$ cat config.mk
export PLATFORM = sky130hd
export DESIGN_NAME = uart_tx_arb
export DESIGN_NICKNAME = d
export VERILOG_FILES = /design/src/rtl/uart_tx_arb.sv
export SDC_FILE = /design/constraint.sdc
export NUM_CORES = 1
export LEC_CHECK = 0
export CAP_MARGIN = 0
export CORE_ASPECT_RATIO = 0.6
export CORE_MARGIN = 2
export CORE_UTILIZATION = 40
export CTS_CLUSTER_SIZE = 10
export DETAILED_ROUTE_END_ITERATION = 10
export PLACE_DENSITY = 0.78
export SLEW_MARGIN = 20
export SYNTH_ARGS = -nofsm -noshare
export SYNTH_HDL_FRONTEND = slang
export SYNTH_SLANG_ARGS = --single-unit
$ cat constraint.sdc
create_clock -name clk_50m -period 1.6 [get_ports clk_50m]
set_input_delay 0.32 -clock clk_50m [delete_from_list [all_inputs] [get_ports clk_50m]]
set_output_delay 0.32 -clock clk_50m [all_outputs]
set_load 0.005 [all_outputs]
$ cat src/rtl/uart_tx_arb.sv
// uart_tx_arb: round-robin arbiter sharing one uart transmitter between
// NUM_REQ requesters, with packet lock and a 2-flop tx_rdy synchroniser.
// Optional macro UART_ARB_LOCK_TIMEOUT_EN: drops a held lock after
// LOCK_TIMEOUT idle cycles in HOLD.
module uart_tx_arb #(
  parameter int unsigned NUM_REQ      = 4,
  parameter int unsigned IDX_W        = 3,
  parameter int unsigned LOCK_TIMEOUT = 65535
) (
  input  logic                   clk_50m,
  input  logic                   rst_n,
  input  logic [NUM_REQ-1:0]     req,
  input  logic [NUM_REQ-1:0]     req_last,
  input  logic [8*NUM_REQ-1:0]   req_data,
  output logic [NUM_REQ-1:0]     ack,
  output logic [NUM_REQ-1:0]     grant,
  output logic                   busy,
  output logic                   uart_tx_en,
  output logic [7:0]             uart_tx_data,
  input  logic                   uart_tx_rdy
);

  typedef enum logic [2:0] {
    ST_IDLE,
    ST_ARB,
    ST_CAPTURE,
    ST_SEND,
    ST_DRAIN,
    ST_HOLD
  } state_t;

  localparam logic [IDX_W:0]   NUM_REQ_W = (IDX_W+1)'(NUM_REQ);
  localparam logic [IDX_W-1:0] LAST_IDX  = IDX_W'(NUM_REQ - 1);

  state_t               r_state;
  logic [NUM_REQ-1:0]   r_ack;
  logic [NUM_REQ-1:0]   r_grant;
  logic [IDX_W-1:0]     r_owner;
  logic [IDX_W-1:0]     r_ptr;
  logic                 r_lock;
  logic                 r_tx_en;
  logic [7:0]           r_tx_data;
  logic                 r_rdy_m;
  logic                 r_rdy_s;

  logic                 w_pick_vld;
  logic [IDX_W-1:0]     w_pick_idx;
  logic [NUM_REQ-1:0]   w_pick_oh;
  logic [IDX_W:0]       w_rot;
  logic                 w_own_req;
  logic                 w_own_last;
  logic [7:0]           w_own_data;
  logic [IDX_W-1:0]     w_ptr_next;

`ifdef UART_ARB_LOCK_TIMEOUT_EN
  localparam logic [15:0] LOCK_TO_W = 16'(LOCK_TIMEOUT);
  logic [15:0]          r_to_cnt;
`else
  logic                 w_unused_lock_to;
  assign w_unused_lock_to = (LOCK_TIMEOUT == 0);
`endif

  // Two-flop synchroniser for the tx_clk-domain ready; idles high.
  always_ff @(posedge clk_50m or negedge rst_n) begin
    if (!rst_n) begin
      r_rdy_m <= 1'b1;
      r_rdy_s <= 1'b1;
    end else begin
      r_rdy_m <= uart_tx_rdy;
      r_rdy_s <= r_rdy_m;
    end
  end

  // Round-robin pick: scan downward so the closest requester at/after r_ptr wins.
  always_comb begin
    w_pick_vld = 1'b0;
    w_pick_idx = '0;
    w_pick_oh  = '0;
    w_rot      = '0;
    for (int unsigned k = NUM_REQ; k > 0; k--) begin
      w_rot = {1'b0, r_ptr} + (IDX_W+1)'(k - 1);
      if (w_rot >= NUM_REQ_W) w_rot = w_rot - NUM_REQ_W;
      for (int unsigned i = 0; i < NUM_REQ; i++) begin
        if (req[i] && (IDX_W'(i) == w_rot[IDX_W-1:0])) begin
          w_pick_vld   = 1'b1;
          w_pick_idx   = IDX_W'(i);
          w_pick_oh    = '0;
          w_pick_oh[i] = 1'b1;
        end
      end
    end
  end

  // Select the current owner's request, last flag and byte.
  always_comb begin
    w_own_req  = 1'b0;
    w_own_last = 1'b0;
    w_own_data = '0;
    for (int unsigned i = 0; i < NUM_REQ; i++) begin
      if (IDX_W'(i) == r_owner) begin
        w_own_req  = req[i];
        w_own_last = req_last[i];
        w_own_data = req_data[8*i +: 8];
      end
    end
  end

  // Pointer advance past the owner, wrapping at NUM_REQ.
  always_comb begin
    if (r_owner == LAST_IDX) w_ptr_next = '0;
    else                     w_ptr_next = r_owner + 1'b1;
  end

  // Sequencer FSM with registered outputs.
  always_ff @(posedge clk_50m or negedge rst_n) begin
    if (!rst_n) begin
      r_state   <= ST_IDLE;
      r_ack     <= '0;
      r_grant   <= '0;
      r_owner   <= '0;
      r_ptr     <= '0;
      r_lock    <= 1'b0;
      r_tx_en   <= 1'b0;
      r_tx_data <= '0;
`ifdef UART_ARB_LOCK_TIMEOUT_EN
      r_to_cnt  <= '0;
`endif
    end else begin
      r_ack <= '0;
      case (r_state)
        ST_IDLE: begin
          r_grant <= '0;
          if (|req) r_state <= ST_ARB;
        end
        ST_ARB: begin
          if (w_pick_vld) begin
            r_grant <= w_pick_oh;
            r_owner <= w_pick_idx;
            r_ack   <= w_pick_oh;
            r_state <= ST_CAPTURE;
          end else begin
            r_state <= ST_IDLE;
          end
        end
        ST_CAPTURE: begin
          r_tx_data <= w_own_data;
          r_lock    <= !w_own_last;
          r_tx_en   <= 1'b1;
          r_state   <= ST_SEND;
        end
        ST_SEND: begin
          if (!r_rdy_s) begin
            r_tx_en <= 1'b0;
            r_state <= ST_DRAIN;
          end
        end
        ST_DRAIN: begin
          if (r_rdy_s) begin
            if (r_lock) begin
              r_state  <= ST_HOLD;
`ifdef UART_ARB_LOCK_TIMEOUT_EN
              r_to_cnt <= '0;
`endif
            end else begin
              r_ptr   <= w_ptr_next;
              r_grant <= '0;
              r_state <= ST_IDLE;
            end
          end
        end
        ST_HOLD: begin
          if (w_own_req) begin
            r_ack   <= r_grant;
            r_state <= ST_CAPTURE;
          end
`ifdef UART_ARB_LOCK_TIMEOUT_EN
          else if (r_to_cnt >= LOCK_TO_W) begin
            r_lock  <= 1'b0;
            r_ptr   <= w_ptr_next;
            r_grant <= '0;
            r_state <= ST_IDLE;
          end else if (r_to_cnt != '1) begin
            r_to_cnt <= r_to_cnt + 16'd1;
          end
`endif
        end
        default: r_state <= ST_IDLE;
      endcase
    end
  end

  assign ack          = r_ack;
  assign grant        = r_grant;
  assign busy         = (r_state != ST_IDLE);
  assign uart_tx_en   = r_tx_en;
  assign uart_tx_data = r_tx_data;

endmodule

==> results of run 1 <==
[final timing paths]
| path | from | end | slack, ns | cells after the start |
|---|---|---|---|---|
| max in group asynchronous | rst_n | r_rdy_m | 0.86 | 2 |
| min reg2reg | r_rdy_m | r_rdy_s | 0.36 | 0 |
| min | r_rdy_m | r_rdy_s | 0.36 | 0 |
| max reg2reg | r_owner[1] | r_state[2] | -0.12 | 6 |
| max | r_owner[1] | r_state[2] | -0.12 | 6 |
| min in group asynchronous | rst_n | uart_tx_data[2] | 0.43 | 2 |
[final cells by class]
| cell class | count | area (µm²) |
|---|---|---|
| inverters | 15 | 56.30 |
| flip-flops and latches | 27 | 679.4 |
| clock buffers | 3 | 41.29 |
| well taps | 47 | 58.81 |
| repair buffers | 94 | 877.1 |
| clock inverters | 1 | 8.758 |
| multi-input cells | 125 | 988.4 |
| fillers | 272 | 1097 |
[sequential cells by signal, summed over array words and instances, names as in the netlist]
register	cells
ack	4
grant	4
r_lock	1
r_owner	2
r_ptr	2
r_rdy_m	1
r_rdy_s	1
r_state	3
uart_tx_data	8
uart_tx_en	1
[cell usage after synthesis (3+ instances only)]
master,number
nor2_1,15
inv_1,15
buf_2,7
o22ai_1,3
a221oi_1,9
a21oi_1,6
ha_1,4
nand2b_1,4
a211o_1,8
nor2b_1,8
o21ai_0,10
nand2_1,13
a21o_1,8
dfrtp_1,25
clkbuf_1,6
a31oi_1,11
[what timing repair did]
item,4_1_cts,5_1_grt
resized for setup,19,24
setup buffers,3,4
pin swaps,14,14
endpoints found under the setup margin,17,22
[layer usage]
| layer | routed length [µm] | global-route usage |
|---|---|---|
| met3 | 237 | 0.04601 |
| met1 | 2542 | 0.3155 |
| met5 | 0 | 0 |
| met4 | 24 | 0.04167 |
| met2 | 2296 | 0.3064 |
[where the power goes]
part           total, mW  internal [mW]  switching, mW
registers           1.21          0.969          0.240
logic               3.08           1.70           1.38
clock network      0.415          0.183          0.232
total               4.71           2.86           1.85
[worst reg2reg max path: cells and delay by family (launching register included)]
kind,cells,cell delay (ns)
adders and majority gates,1,0.18
AOI/OAI and AO/OA,2,0.63
and+or+nand+nor,2,0.31
buffers and inverters,1,0.08
DFF,1,0.42
[cell families after synthesis]
family / count (synthesis) / share of synthesized area
compound gates: 66 / 0.2900
fa+ha+maj: 4 / 0.03044
buf+inv: 30 / 0.08295
flops: 27 / 0.4125
mux: 2 / 0.01370
simple gates: 53 / 0.1705
==> reports/metrics.cfg, run 1 <==
[run_status]
status = finished with violations
failed_checks = setup timing

[floorplanning]
dieArea_um2 = 4656
die_y_um = 53.66
core_area_um2 = 3807
start_util = 0.4318
die_w_um = 86.77
rows = 17
ios = 61

[pwr]
powerDensity_nw_per_um2 = 1738
ir_drop_v = 0.0009515
leakagePower_nw = 1.219
total_power_mw = 4.710

[sta]
hold_violations = 0
final_max_slew_viol_count = 0
period_needed_ns = 1.719
setup_viol = 13
timing.fmax_mhz = 581.7
fin_worst_skew_ns = 0.002989
worst_slack_ns = -0.1191
worst_slew_pin_slew_ns = 0.3624
fin_crit_sh = 1.074
rsz0062_at_grt = true
whs_ns = 0.3612
setup_tns_ns = -0.6037
slew_headroom = 0.7584

[final_layout]
layout_common_cells = clkdlybuf4s50_1, buf_4, dfrtp_1, nor2_1
final_util = 0.7118
drive_gt1_frac = 0.2792
mostFrequentLayoutCell = clkdlybuf4s50_1
antennaDiodeCount = 0
final_net_count = 313
final_area_um2 = 2710
area_delta_synth_final_pct = 64.84
stdcell_count = 312

[global_route]
track_usage = 0.2085
grt_antenna_before_repair = 0
overflow = 0
grt_max_degree = 28
grt_pass1_wl_um = 7486
grt_pass1_vias = 1513

[clock_network]
cts_hold_buf = 0
htreeDepth = 1
root_buffer = clkbuf_8
cts_tree = built
worstSkewPairLatency_ns = 0.28
cts_made_buffers = 3
clock-sinks = 27
clock_path_buffers = 2
clk_pin_slew_ns = 0.10

[route]
wl_um = 5101
drt-initial-drc-count = 81
ant_nets = 0
vias_per_cell = 5.490
dr_total_vias = 1713
wire_per_inst_um = 16.35
drt-pass1-iter-count = 4
drc_errors = 0

[synthesis]
synth.avg_cell_area_um2 = 9.033
synth-edff-count = 0
synthCells = 182
yosys_register_bits = 27
postSynth.asyncResetShare = 1.000
synth_area_leaders = dfrtp_1, a221oi_1, a211o_1, a31oi_1, a21o_1
synth.distinct_cells = 39
syn_nets = 229
ys.flop_type = dfrtp_1
synth.yosys.seq_area_share = 0.4125
synth_top_cell_area_share = 0.3805
syn_area_um2 = 1644
synth_top_area_cell = dfrtp_1
yosys_warnings = 0

[run]
cap_viol_max_count = 0

[critical_path]
crit_type = flop to flop
start_kind = flop
cp_cell_sequence = inv_2 -> ha_4 -> nand3b_1 -> a211o_1 -> nor2b_4 -> a221o_2
max_stage_delay_ns = 0.42
arrival_ns = 1.89
endpoint_kind = flop
cp.required_ns = 1.77
cp_slowest_cell = dfrtp_1
worstPathBufferInverterCount = 1
crit_family = compound AO/OA/AOI/OAI gates
cp_max_fo = 4

[placement]
gp_congestion = 0.8561
dpl_cell_area_um2 = 2451
place_hpwl_um = 3494
pre_cts_ws_ns = -0.2804
io_buffers = 60
dp.cells = 303

[hold_path]
worst_hold_path_type = flop to flop

(Power assumes the default switching activity.)
==> inputs of run 2 (changes only) <==
- CORE_UTILIZATION: 40 -> 35
- PLACE_DENSITY: 0.78 -> 0.7
==> reports/metrics.cfg, run 2 (synthesis gave the netlist of run 1 again) <==
[critical_path]
cp_slowest_cell = dfrtp_2
cp.required_ns = 1.78  ; about the same
crit_family = compound AO/OA/AOI/OAI gates
r2r_start = r_owner[0]
arrival_ns = 1.85  ; -0.04 ns
start_kind = flop
cp_cell_sequence = ha_2 -> nor2b_1 -> a211o_1 -> nor2b_4 -> a221o_2
endpoint_kind = flop
crit_type = flop to flop
crit_start = r_owner[0]
max_stage_delay_ns = 0.47  ; +0.05 ns
worstPathBufferInverterCount = 0  ; -1
cp_max_fo = 4  ; unchanged

[global_route]
grt_pass1_vias = 1514  ; +0.066%
grt_antenna_before_repair = 0  ; unchanged
grt_max_degree = 28  ; unchanged
grt_pass1_wl_um = 7286  ; -2.7%
track_usage = 0.1728  ; -0.03568
overflow = 0  ; unchanged

[sta]
period_needed_ns = 1.672  ; -0.04754 ns
fin_crit_sh = 1.045  ; -0.02971
final_max_slew_viol_count = 0  ; unchanged
worst_slew_pin_slew_ns = 0.3899  ; +0.02754 ns
hold_violations = 0  ; unchanged
slew_headroom = 0.7400  ; -0.01836
rsz0062_at_grt = true
setup_viol = 11  ; -2
whs_ns = 0.3624  ; +0.001179 ns
worst_slack_ns = -0.07156  ; +0.04754 ns
timing.fmax_mhz = 598.2  ; +2.8%
fin_worst_skew_ns = 0.003474  ; +0.0004853 ns

[pwr]
leakagePower_nw = 1.190  ; -2.4%
pwr-share-clk = 0.093  ; +0.005
power_switching_mw = 1.731  ; -6.6%
powerDensity_nw_per_um2 = 1682  ; -3.2%
switching_share = 0.3886  ; -0.004890
internal-power_mw = 2.724  ; -4.6%
p_seq_frac = 0.272  ; +0.015
ir_drop_v = 0.0005869  ; -38%
combPwrFrac = 0.634  ; -0.021
total_power_mw = 4.455  ; -5.4%

[route]
drc_errors = 0  ; unchanged
wl_um = 4515  ; -11%
dr_total_vias = 1632  ; -4.7%
drt-pass1-iter-count = 4  ; unchanged
wire_per_inst_um = 13.85  ; -15%
vias_per_cell = 5.006  ; -8.8%
drt-initial-drc-count = 82  ; +1.2%
ant_nets = 0  ; unchanged

[floorplanning]
dieArea_um2 = 5280  ; +13%
ios = 61  ; unchanged
start_util = 0.3621  ; -0.06973
die_y_um = 57.09  ; +6.4%
die_w_um = 92.48  ; +6.6%
rows = 19  ; +2
core_area_um2 = 4541  ; +19%

[final_layout]
stdcell_count = 326  ; +4.5%
antennaDiodeCount = 0  ; unchanged
drive_gt1_frac = 0.2395  ; -0.03970
mostFrequentLayoutCell = clkdlybuf4s50_1
largest_register_ff_count = 8  ; unchanged
final_util = 0.5834  ; -0.1284
area_delta_synth_final_pct = 61.11
nFillCells = 404  ; +49%
multiInputGateArea_um2 = 938.4  ; -5.1%
layout_common_cells = clkdlybuf4s50_1, buf_4, dfrtp_1, nor2_1
final_area_um2 = 2649  ; -2.3%
final_net_count = 311  ; -0.64%
final-seq-area_um2 = 679.4  ; unchanged

[placement]
place_hpwl_um = 3324  ; -4.9%
dpl_cell_area_um2 = 2464  ; +0.51%
io_buffers = 60  ; unchanged
dp.cells = 318  ; +5.0%
gp_congestion = 0.8382  ; -2.1%

[clock_network]
clock-sinks = 27  ; unchanged
cts_tree = built
clk_pin_slew_ns = 0.10  ; about the same
clock_path_buffers = 2  ; unchanged
worstSkewPairLatency_ns = 0.28  ; about the same
htreeDepth = 1  ; unchanged
root_buffer = clkbuf_8
cts_made_buffers = 3  ; unchanged

[run_status]
failed_checks = setup timing
status = finished with violations

[hold_path]
holdCritStartpoint = r_rdy_m
worst_hold_path_type = flop to flop

[run]
cap_viol_max_count = 0  ; unchanged

## run 2: through the flow
step | worst slack, ns | TNS [ns]
global route | -0.1298 | -1.434
floorplan | -0.08286 | -0.1371
detailed placement | -0.2388 | -2.574
finish | -0.07156 | -0.2951
global placement | -0.2192 | -2.488
CTS | -0.07492 | -0.3388
## run 2: power by group through the flow
| stage | Combinational, mW | Sequential, mW | Clock [mW] |
|---|---|---|---|
| after floorplan | 1.49 | 1.14 | 0 |
| after global placement | 2.52 | 1.19 | 0 |
| final | 2.83 | 1.21 | 0.415 |
| after detailed placement | 2.54 | 1.18 | 0 |
| after CTS | 2.73 | 1.19 | 0.440 |
| after global routing | 3.11 | 1.26 | 0.466 |
## run 2: layer usage
metal | vias up | GRT usage | wire [µm]
met2 | 41 | 0.2471 | 1871
met3 | 5 | 0.03963 | 243
met4 | 0 | 0.03198 | 26
met1 | 764 | 0.2687 | 2374
met5 | - | 0 | 0
li1 | 822 | - | -
## run 2: area by class of cell
cell class	instances	area share
clock inverter	1	0.003307
multi-input combinational	125	0.3543
tap	63	0.02976
sequential	27	0.2565
timing repair buffer	92	0.3184
clock buffer	3	0.01559
inverter	15	0.02220
## run 2: path summary, 6_finish.rpt
path	endpoint	slack, ns	depth (start not counted)
min in group asynchronous	uart_tx_data[6]	0.39	2
max reg2reg	r_state[2]	-0.07	5
max	r_state[2]	-0.07	5
min reg2reg	r_rdy_s	0.36	0
min	r_rdy_s	0.36	0
max in group asynchronous	r_rdy_s	0.90	2
## run 2: timing repair
action	in CTS	in global routing
cloned	0	0
endpoints found under the setup margin	18	22
resized for setup	18	11
pin swaps	5	9
hold buffers	0	0
setup buffers	4	0
